$ cat config.mk
export PLATFORM = sky130hd
export DESIGN_NAME = alu_pipe_sat
export DESIGN_NICKNAME = d
export VERILOG_FILES = /design/src/rtl/alu_pipe_sat.sv
export SDC_FILE = /design/constraint.sdc
export NUM_CORES = 1
export LEC_CHECK = 0
export CORE_MARGIN = 4
export CORE_UTILIZATION = 55
export CTS_BUF_LIST = sky130_fd_sc_hd__clkbuf_16
export CTS_CLUSTER_SIZE = 40
export DETAILED_ROUTE_END_ITERATION = 12
export GPL_TIMING_DRIVEN = 0
export MAX_ROUTING_LAYER = met4
export PLACE_DENSITY_LB_ADDON = 0.1
export SETUP_SLACK_MARGIN = 0.15
export SYNTH_ARGS = -nofsm -noshare
export SYNTH_HDL_FRONTEND = slang
export SYNTH_SLANG_ARGS = --single-unit
$ cat constraint.sdc
create_clock -name clk -period 24 [get_ports clk]
set_input_delay 4.8 -clock clk [delete_from_list [all_inputs] [get_ports clk]]
set_output_delay 4.8 -clock clk [all_outputs]
set_load 0.01 [all_outputs]
$ cat src/rtl/alu_pipe_sat.sv
// alu_pipe_sat
// Two-stage pipelined signed saturating ALU with valid/ready handshakes on
// both sides, per-result saturation/illegal flags and a saturation counter.
//
// Stage 1 registers the raw result: ADD/SUB at N+1 bits, MUL as the full
// 2N-bit product, and logic/shift/rotate/compare ops already final.
// Stage 2 applies the FRAC scaling and saturation and registers y/sat/illegal.
//
// Ports
//   clk, rst                   rising-edge clock, synchronous active-high reset
//   in_valid/in_ready          input handshake (opcode, a, b, shift)
//   opcode                     0 NOP,1 ADD,2 SUB,3 MUL,4 AND,5 OR,6 XOR,7 SHL,
//                              8 SHRA,9 SHRL,10 ROL,11 ROR,12 EQ; 13-15 illegal
//   a, b                       signed operands (N bits)
//   shift                      unsigned shift/rotate amount (S bits)
//   out_valid/out_ready        output handshake (y, sat, illegal)
//   sat_count, cnt_clr         saturating count of sat results handed off, clear
module alu_pipe_sat #(
  parameter int N     = 16,
  parameter int FRAC  = 12,
  parameter int S     = 5,
  parameter int CNT_W = 16
) (
  input  logic                clk,
  input  logic                rst,
  input  logic                in_valid,
  output logic                in_ready,
  input  logic [3:0]          opcode,
  input  logic signed [N-1:0] a,
  input  logic signed [N-1:0] b,
  input  logic [S-1:0]        shift,
  output logic                out_valid,
  input  logic                out_ready,
  output logic [N-1:0]        y,
  output logic                sat,
  output logic                illegal,
  output logic [CNT_W-1:0]    sat_count,
  input  logic                cnt_clr
);

  localparam logic [3:0] OP_ADD  = 4'd1;
  localparam logic [3:0] OP_SUB  = 4'd2;
  localparam logic [3:0] OP_MUL  = 4'd3;
  localparam logic [3:0] OP_AND  = 4'd4;
  localparam logic [3:0] OP_OR   = 4'd5;
  localparam logic [3:0] OP_XOR  = 4'd6;
  localparam logic [3:0] OP_SHL  = 4'd7;
  localparam logic [3:0] OP_SHRA = 4'd8;
  localparam logic [3:0] OP_SHRL = 4'd9;
  localparam logic [3:0] OP_ROL  = 4'd10;
  localparam logic [3:0] OP_ROR  = 4'd11;
  localparam logic [3:0] OP_EQ   = 4'd12;

  localparam logic [S-1:0] N_S = S'(N);
  localparam logic signed [2*N-1:0] SAT_MAX = {{(N+1){1'b0}}, {(N-1){1'b1}}};
  localparam logic signed [2*N-1:0] SAT_MIN = {{(N+1){1'b1}}, {(N-1){1'b0}}};
  localparam logic [CNT_W-1:0] CNT_MAX = '1;

  logic                  s1_valid;
  logic [3:0]            s1_op;
  logic signed [2*N-1:0] s1_raw;
  logic                  s2_valid;
  logic                  s1_adv;
  logic                  s2_adv;

  logic [N-1:0]          a_u;
  logic [N:0]            add_sum;
  logic [N:0]            sub_diff;
  logic signed [2*N-1:0] mul_prod;
  logic signed [N-1:0]   shra_res;
  logic [S-1:0]          rot_amt;
  logic [N-1:0]          logic_res;
  logic signed [2*N-1:0] s1_raw_d;

  logic signed [2*N-1:0] s2_scaled;
  logic                  is_arith;
  logic                  is_ill;
  logic [N-1:0]          y_d;
  logic                  sat_d;
  logic                  ill_d;

  // Each stage may accept when it is empty or when its content moves on.
  assign s2_adv    = !s2_valid || out_ready;
  assign s1_adv    = !s1_valid || s2_adv;
  assign in_ready  = !rst && s1_adv;
  assign out_valid = s2_valid;

  // Stage 1 datapath. Arithmetic keeps enough headroom to detect overflow later.
  always_comb begin
    a_u       = a;
    add_sum   = {a[N-1], a} + {b[N-1], b};
    sub_diff  = {b[N-1], b} - {a[N-1], a};
    mul_prod  = (2*N)'(a) * (2*N)'(b);
    shra_res  = a >>> shift;
    rot_amt   = shift % N_S;
    logic_res = '0;
    case (opcode)
      OP_AND:  logic_res = a_u & b;
      OP_OR:   logic_res = a_u | b;
      OP_XOR:  logic_res = a_u ^ b;
      OP_SHL:  logic_res = (shift >= N_S) ? '0 : (a_u << shift);
      OP_SHRA: logic_res = (shift >= N_S) ? {N{a[N-1]}} : shra_res;
      OP_SHRL: logic_res = (shift >= N_S) ? '0 : (a_u >> shift);
      // A right shift by N yields 0, so rot_amt == 0 returns a unchanged.
      OP_ROL:  logic_res = (a_u << rot_amt) | (a_u >> (N_S - rot_amt));
      OP_ROR:  logic_res = (a_u >> rot_amt) | (a_u << (N_S - rot_amt));
      OP_EQ:   logic_res = {{(N-1){1'b0}}, (a == b)};
      default: logic_res = '0;
    endcase
    case (opcode)
      OP_ADD:  s1_raw_d = {{(N-1){add_sum[N]}}, add_sum};
      OP_SUB:  s1_raw_d = {{(N-1){sub_diff[N]}}, sub_diff};
      OP_MUL:  s1_raw_d = mul_prod;
      default: s1_raw_d = {{N{1'b0}}, logic_res};
    endcase
  end

  always_ff @(posedge clk) begin
    if (rst) begin
      s1_valid <= 1'b0;
      s1_op    <= '0;
      s1_raw   <= '0;
    end else if (s1_adv) begin
      s1_valid <= in_valid;
      if (in_valid) begin
        s1_op  <= opcode;
        s1_raw <= s1_raw_d;
      end
    end
  end

  // Stage 2: fixed-point rescale of the product (arithmetic shift floors
  // toward -inf), then clamp the arithmetic ops to the signed N-bit range.
  always_comb begin
    s2_scaled = (s1_op == OP_MUL) ? (s1_raw >>> FRAC) : s1_raw;
    is_arith  = (s1_op == OP_ADD) || (s1_op == OP_SUB) || (s1_op == OP_MUL);
    is_ill    = (s1_op > OP_EQ);
    y_d       = '0;
    sat_d     = 1'b0;
    ill_d     = 1'b0;
    if (is_ill) begin
      ill_d = 1'b1;
    end else if (is_arith) begin
      if (s2_scaled > SAT_MAX) begin
        y_d   = SAT_MAX[N-1:0];
        sat_d = 1'b1;
      end else if (s2_scaled < SAT_MIN) begin
        y_d   = SAT_MIN[N-1:0];
        sat_d = 1'b1;
      end else begin
        y_d = s2_scaled[N-1:0];
      end
    end else begin
      y_d = s1_raw[N-1:0];
    end
  end

  always_ff @(posedge clk) begin
    if (rst) begin
      s2_valid <= 1'b0;
      y        <= '0;
      sat      <= 1'b0;
      illegal  <= 1'b0;
    end else if (s2_adv) begin
      s2_valid <= s1_valid;
      if (s1_valid) begin
        y       <= y_d;
        sat     <= sat_d;
        illegal <= ill_d;
      end
    end
  end

  // Clear beats a simultaneous increment; the count sticks at all-ones.
  always_ff @(posedge clk) begin
    if (rst) begin
      sat_count <= '0;
    end else if (cnt_clr) begin
      sat_count <= '0;
    end else if (out_valid && out_ready && sat && (sat_count != CNT_MAX)) begin
      sat_count <= sat_count + CNT_W'(1);
    end
  end

endmodule

# Word level (Yosys, flattened, before mapping)

Cells that the tools add are included.

Bits of input ports: 46
Logic and storage cells: 75
Register bits: 72

Equality and inequality tests: 17
Reductions and logical operators: 14
Magnitude comparators: 4
Bitwise logic cells: 5
Add/subtract/negate cells: 4
Mux-type cells: 15
Shifts and indexed selects: 7
Multipliers: 1

Operators with widths:

| operator              | count |
|---|---|
| $pmux 16 s9           | 1 |
| $mux 16               | 7 |
| $pmux 32 s3           | 1 |
| $or 16x16->16         | 3 |
| $gt 32x16->1 const B  | 1 |
| $lt 32x16->1 const B  | 1 |
| $mul 16x16->32        | 1 |
| $shl 16x5->16         | 2 |
| $shr 16x5->16         | 2 |
| $mux 31               | 1 |
| $eq 4x4->1 const B    | 5 |
| $add 16x16->17        | 1 |
| $sub 16x16->17        | 1 |
| $add 16x1->16 const B | 1 |
| $and 16x16->16        | 1 |
| $eq 16x16->1          | 1 |
| $eq 4x2->1 const B    | 4 |
| $eq 4x3->1 const B    | 4 |
| $ne 16x16->1 const B  | 1 |
| $shl 16x4->16         | 1 |
| $shr 16x4->16         | 1 |
| $sshr 16x5->16        | 1 |
| $xor 16x16->16        | 1 |
| $eq 4x1->1 const B    | 2 |
| other kinds (9)       | 22 |

# Logic depth before layout (Yosys ltp)

Gate-level depths: netlist of the first run.

Depth in word-level cells: 7
Depth in mapped cells: 25
Gate-level depth less buffers: 22

# Worst setup path after synthesis of the first run

Ideal clock, no wire load.

Kind: input -> register
Start point: in a[15]
End point: reg s1_raw[29]
Arrival time: 10.939 ns
Cell stages on the path: 22
Setup slack: 12.939 ns
Data required time: 23.878 ns
Setup time: 0.122 ns
Cell sequence: clkbuf_1 -> buf_1 -> buf_1 -> nand2_1 -> inv_1 -> fa_1 -> fa_1 -> fa_1 -> fa_1 -> fa_1 -> inv_1 -> fa_1 -> inv_1 -> ha_1 -> clkbuf_1 -> o21a_1 -> a221oi_1 -> o21a_1 -> o41ai_2 -> a31oi_1 -> xnor2_1 -> a221o_1

Word-level cells in the longest chain between the ends: 2
Elaborated cells between the ends (all ways): 4

Ends and longest elaborated chain:

| what                                         | line | text |
|---|---|---|
| start: declaration                           | 29   | `input logic signed [N-1:0] a,` |
| $mul 16x16->32, or another cell as far along | 93   | `mul_prod = (2*N)'(a) * (2*N)'(b);` |
| $pmux 32 s3 (*)                              | 110  | `case (opcode)` |
| end signal: assignment                       | 127  | `s1_raw <= s1_raw_d;` |
| end: declaration                             | 61   | `logic signed [2*N-1:0] s1_raw;` |

Mark *: on every way between the ends. The rest lies on a longest branch, timed or not.
A chain may end at the register's enable or synchronous reset.

# Worst setup path in the final report of the first run

Start point: in a[15]
End point: reg s1_raw[31]

The elaborated chain is that of the path after synthesis.

==> results of run 1 <==
-- metrics by stage --
| step | instances | utilization (%) |
|---|---|---|
| floorplan | 2263 | - |
| global placement | 2781 | 59.9 |
| detailed placement | 2781 | 59.9 |
| CTS | 2797 | 61.0 |
| global route | 2799 | 61.0 |
| finish | 2799 | 61.0 |
-- metal layers --
metal	track usage, %	vias to the layer above
met5	-	-
met4	22.8	0
met3	9.30	312
met2	64.8	1179
met1	48.4	8826
li1	-	7754
-- flip-flops by register name, summed over array words and instances (netlist names) --
register,cells
illegal,1
sat,1
s1_raw,32
out_valid,1
sat_count,16
y,16
s1_op,4
s1_valid,1
-- worst register-to-register path: cells and delay by family, from the launching register on --
family                 cells  cell delay [ns]
AND/OR/NAND/NOR            4             0.53
AO/OA/AOI/OAI              2             0.57
buffers and inverters      3             0.96
flip-flops                 1             0.34
-- where the power goes --
| part | switching [mW] | internal [mW] |
|---|---|---|
| clock network | 0.0528 | 0.102 |
| logic | 1.80 | 1.17 |
| registers | 0.00449 | 0.125 |
| total | 1.86 | 1.40 |
-- cell type report --
cell class	count	area, sq um	share of cell area [%]
diodes	2	5.00	0.0252
plain buffers	138	603	3.03
clock buffers	9	225	1.13
clock inverters	7	119	0.597
inverters	350	1310	6.60
multi-input cells	1703	14900	74.8
flip-flops and latches	72	1440	7.24
well taps	442	553	2.78
repair buffers	76	761	3.82
-- worst max path at each step --
stage	startpoint	to	slack, ns	cells past startpoint
6_report	a[15]	s1_raw[31]	10.90	23
5_1_grt	a[12]	s1_raw[31]	10.60	25
4_1_cts	a[15]	s1_raw[31]	11.09	23
3_5_place_dp	a[15]	s1_raw[31]	10.76	23
3_3_place_gp	a[15]	s1_raw[31]	10.84	23
2_1_floorplan	a[15]	s1_raw[29]	12.94	22
-- layout by cell type, fill, tap and decap left out, types with 12 or more instances in the layout --
cell             netlist  final
dfxtp_1               72     72
o21ai_0               83     83
xor2_1                22     22
nand4_1               14     14
mux2i_1               38     38
a21oi_1              124    124
clkdlybuf4s50_1        0     76
buf_2                 24     24
mux4_2                24     24
a221o_1               12     12
a21o_1                17     17
nor3_1                29     29
o31ai_1               12     12
nand2b_1              24     24
ha_1                 132    132
clkbuf_1              96     96
o211ai_1              31     31
and3_1                12     12
a31oi_1               26     26
nor2_1               257    257
inv_1                338    338
nand2_1              245    245
xnor2_1               25     25
mux2_2                16     16
fa_1                 264    264
a221oi_1              12     12
nand3_1               31     31
o22ai_1               26     26
a211oi_1              17     17
a22oi_1               38     38
-- cells by family (layout without fill, tap and decap cells) --
kind of cell             Yosys count  after routing  share of synthesized area, %
multiplexers                      81             81                          6.35
flip-flops                        72             72                          7.90
other                              0              2                             0
AND/OR/NAND/NOR                  678            678                          16.5
adder cells (fa/ha/maj)          396            396                          38.0
buffers and inverters            488            580                          10.5
XOR/XNOR                          48             48                          2.35
AO/OA/AOI/OAI                    500            500                          18.4
==> flow_summary.yaml, run 1 <==
critical_path:
  crit_fanout: 10
  slowest_stage: "fa_1"
  end_kind: "flop"
  path_delay_family: "adder cells"
  slowest_delay_ns: 0.96
  worstRegToRegCells: 9
  arrival_ns: 13.31
  path_cells: "clkdlybuf4s50_1 > clkbuf_1 > buf_1 > buf_1 > nand2_1 > inv_1 > fa_1 > fa_1 > fa_1 > fa_1 > fa_1 > inv_1 > fa_1 > inv_1 > ha_1 > clkbuf_1 > o21a_1 > a221oi_1 > o21a_1 > o41ai_2 > a211oi_1 > mux2i_1 > o21ai_0"
  path_class: "in -> reg"
  crit_top_cell: "fa_1"
  start_kind: "input pin"
  reg2reg_to: "s1_raw[7]"
  critPathBufInv: 8
  required_ns: 24.21
  r2r-start: "out_valid"
  reg2reg_setup_slack_ns: 21.53
place:
  pre_cts_ws_ns: 10.76
  hpwl_um: 57600
  place_area_sq_um: 19500
  port-buffer-count: 76
  gp_congestion: 1.11
logic_synthesis:
  synth_edf_count: 0
  ys_ff_latch: 72
  yosysTopAreaCell: "fa_1"
  yosysSeqAreaShare_pct: 7.90
  ys_types: 94
  synth.most_common_cell: "inv_1"
  synth_cells: 2263
  synth_top_area_share_pct: 29.0
  synth_area_sq_um: 18200
  yosys-top-cells-count: "inv_1 (338), fa_1 (264), nor2_1 (257), nand2_1 (245), ha_1 (132)"
  ys_warn_count: 0
  synth_area_per_cell_sq_um: 8.06
  async_reset_ff_share_pct: 0
  synth.net_count: 2705
  synth.area.top_cells: "fa_1 (29%), ha_1 (9.1%), dfxtp_1 (7.9%)"
  ys.flop_type: "dfxtp_1"
power:
  p_leak_nw: 9.02
  p_per_area_nw_per_um2: 164
  finalPower_mw: 3.26
  ir_drop_v: 0.000215
global_routing:
  grt_pass1_vias: 18600
  grt_usage_pct: 40.9
  antenna_found_initial: 2
  grt_pass1_wl_um: 109000
  grt_overflow: 0
  grt_max_degree: 14
sta:
  setup_slack_ns: 10.90
  fin_crit_sh_pct: 54.6
  worst_pin_slew_ns: 1.41
  fin_crit_ns: 13.10
  max_freq_mhz: 76.3
  finalSetupViolCount: 0
  finalClockSkew_ns: 0.00617
  hold_viol: 0
  maxSlewViolCount: 0
  hold-worst-slack_ns: 0.507
  grt_setup_unrepaired: "false"
  slew-limit-headroom_pct: 5.56
  fin_setup_tns_ns: 0
clock_tree:
  cts_buffers: 9
  cts_tree: "built"
  clkLatencyLatePin_ns: 0.34
  hold_buffers: 0
  htreeDepth: 3
  cts_sinks: 72
  cts_buffer_depth: 2
  cts.clk_slew.worst_paths_ns: 0.06
  clockRootBuffer: "clkbuf_16"
  post-cts-setup-buffer-count: 0
  cts-resized-gates: 0
final_layout:
  layout.nets: 2792
  fin_area_sq_um: 19900
  syn2layout_area_growth_pct: 9.12
  n_fill_cell: 2905
  drive_above_1_share_pct: 4.84
floorplan:
  die_area_sq_um: 36100
  die_h_um: 190
  die-width_um: 190
  row_count: 66
  fp.coreArea_sq_um: 32600
  io_pins: 82
  start_util_pct: 55.9
detailed_routing:
  wl_per_cell_um: 25.5
  drt_iter0_markers: 2110
  vias: 18100
  wl_um: 71500
  drt-pass1-iter-count: 10
  met2_length_um: 33000
  wl_met3_um: 7440
  drtAntennaViolNets: 0
  routed.top_layer: "met4"
  m1WireLength_um: 26000
  vias_per_cell: 6.46
  drc_errors: 0
flow_run:
  drv_cap: 0
worst_hold_path:
  min_path_cells: 2
  hold_end: "sat_count[13]"
  hold_start: "sat_count[13]"
  hp-class: "reg -> reg"
run_status:
  outcome: "finished, final reports clean"
Note: power is estimated with default switching activity, not from simulation.
==> run 2, diff against run 1 <==
- clock period: 24 -> 10.6 ns (I/O delays scaled with it)
==> run 2 against run 1 <==
Setup slack worse by 10 ns. Via count up 0.11%. Clock power rose by 130%. Utilization about the same. Sequential share of layout area is essentially flat. Die area did not move. First-iteration DRC count shrank 4.1%. Count of clock-buffer cells in the layout stayed put. Clock skew increased by 0.00065 ns. Wire length decreased by 0.19%. Power up 130%. Register-to-register slack lost 13 ns. Critical endpoint unchanged. Largest power group unchanged.
==> flow_summary.yaml, run 2 (same netlist as run 1, synthesis figures left out) <==
run_status:
  outcome: "finished, final reports clean"
sta:
  fin_crit_ns: 10.09
  worst_pin_slew_ns: 1.34
  grt_setup_unrepaired: "false"
  slew-limit-headroom_pct: 10.0
  maxSlewViolCount: 0
  finalClockSkew_ns: 0.00682
  setup_slack_ns: 0.514
  fin_crit_sh_pct: 95.1
  fin_setup_tns_ns: 0
  hold_viol: 0
  max_freq_mhz: 99.2
  finalSetupViolCount: 0
detailed_routing:
  drt-pass1-iter-count: 6
  vias: 18100
  vias_per_cell: 6.46
  drt_iter0_markers: 2023
  wl_um: 71300
  wl_per_cell_um: 25.5
  drtAntennaViolNets: 0
  drc_errors: 0
floorplan:
  fp.coreArea_sq_um: 32600
  die_h_um: 190
  die-width_um: 190
  row_count: 66
  start_util_pct: 55.9
  die_area_sq_um: 36100
  io_pins: 82
place:
  pre_cts_ws_ns: 0.0359
  gp_congestion: 1.11
  place_area_sq_um: 19500
  hpwl_um: 57600
  port-buffer-count: 76
final_layout:
  syn2layout_area_growth_pct: 9.15
  regMostFlops: "s1_raw"
  largest_register_ff_count: 32
  layout.nets: 2792
  multiInputGateArea_sq_um: 14900
  seqCellArea_sq_um: 1440
  n_fill_cell: 2904
  largestRegisters: "s1_raw: 32 flops, sat_count: 16 flops, y: 16 flops"
  final_common_cell: "inv_1"
  final_cell_mix: "inv_1 (338), fa_1 (264), nor2_1 (257)"
  drive_above_1_share_pct: 4.97
  fin_area_sq_um: 19900
  final_core_utilization_pct: 61.0
power:
  ir_drop_v: 0.000487
  p_leak_nw: 9.02
  finalPower_mw: 7.38
  p_per_area_nw_per_um2: 371
critical_path:
  crit_top_cell: "fa_1"
  start_kind: "input pin"
  path_cells: "clkdlybuf4s50_1 > clkbuf_2 > buf_1 > buf_1 > nand2_1 > inv_1 > fa_1 > fa_1 > fa_1 > fa_1 > fa_1 > inv_1 > fa_1 > inv_1 > ha_1 > clkbuf_1 > o21a_1 > a221oi_1 > o21a_1 > o41ai_2 > a211oi_1 > mux2i_1 > o21ai_0"
  end_kind: "flop"
  arrival_ns: 10.30
  slowest_delay_ns: 0.96
  required_ns: 10.81
  slowest_stage: "fa_1"
  crit_fanout: 10
  path_class: "in -> reg"
clock_tree:
  cts.clk_slew.worst_paths_ns: 0.06
  cts_sinks: 72
  clkLatencyLatePin_ns: 0.34
  cts_tree: "built"
  cts_buffer_depth: 2
  cts_buffers: 9
  clockRootBuffer: "clkbuf_16"
  htreeDepth: 3
global_routing:
  busiest_layer: "met2"
  grt_usage_pct: 40.9
  antenna_found_initial: 2
  grt_overflow: 0
  grt_pass1_vias: 18600
  grt_max_degree: 14
  use_met3_pct: 9.30
  grt_pass1_wl_um: 109000
  met2_usage_pct: 64.8
  gr-usage-met1_pct: 48.4
flow_run:
  drv_cap: 0
worst_hold_path:
  hp-class: "reg -> reg"
[run 2: changes by cell type in the layout (fill, tap and decap cells not counted), sizes merged]
cell | previous run | this run
clkinv | 12 | 11
clkinvlp | 2 | 3
[run 2: routing by layer]
metal	routed length, um	up-vias
li1	-	7757
met2	32900	1148
met4	5190	0
met1	25900	8850
met5	0	-
met3	7350	335
[run 2: per-stage QoR]
step,instances,hold slack [ns]
2_1_floorplan,2263,0.439
3_3_place_gp,2781,0.469
3_5_place_dp,2781,0.475
4_1_cts,2797,0.502
5_1_grt,2799,0.513
6_report,2799,0.507
[run 2: layout make-up]
cell class / instances / share of cell area [%]
multi-input cells: 1703 / 74.7
flip-flops and latches: 72 / 7.24
repair buffers: 76 / 3.82
well taps: 442 / 2.78
diodes: 2 / 0.0251
inverters: 350 / 6.62
clock inverters: 7 / 0.597
clock buffers: 9 / 1.13
plain buffers: 138 / 3.04
[run 2: timing repair]
item | CTS | global route
setup endpoints to repair | 0 | 6
hold buffers | 0 | 0
resized for setup | 0 | 6
setup buffers | 0 | 0
[run 2: path summary, 6_finish.rpt]
| check | start | to | slack, ns | depth (start not counted) |
|---|---|---|---|---|
| hold reg to reg | s1_valid | out_valid | 0.51 | 2 |
| hold / removal | s1_valid | out_valid | 0.51 | 2 |
| setup / recovery | a[15] | s1_raw[31] | 0.51 | 23 |
| setup reg to reg | s1_op[2] | y[5] | 8.11 | 9 |
[run 2: report_power, final]
group | internal [mW] | leakage [nW] | total [mW] | switching [mW]
sequential | 0.282 | 0.583 | 0.293 | 0.0103
combinational | 2.66 | 8.28 | 6.74 | 4.08
clock | 0.230 | 0.162 | 0.350 | 0.120
total | 3.17 | 9.02 | 7.38 | 4.21
[run 2: critical path, delay by kind of cell]
kind | cells | cell delay (ns)
compound gates | 6 | 1.26
fa+ha+maj | 7 | 3.79
buf+inv | 8 | 2.64
mux | 1 | 0.25
simple gates | 1 | 0.19
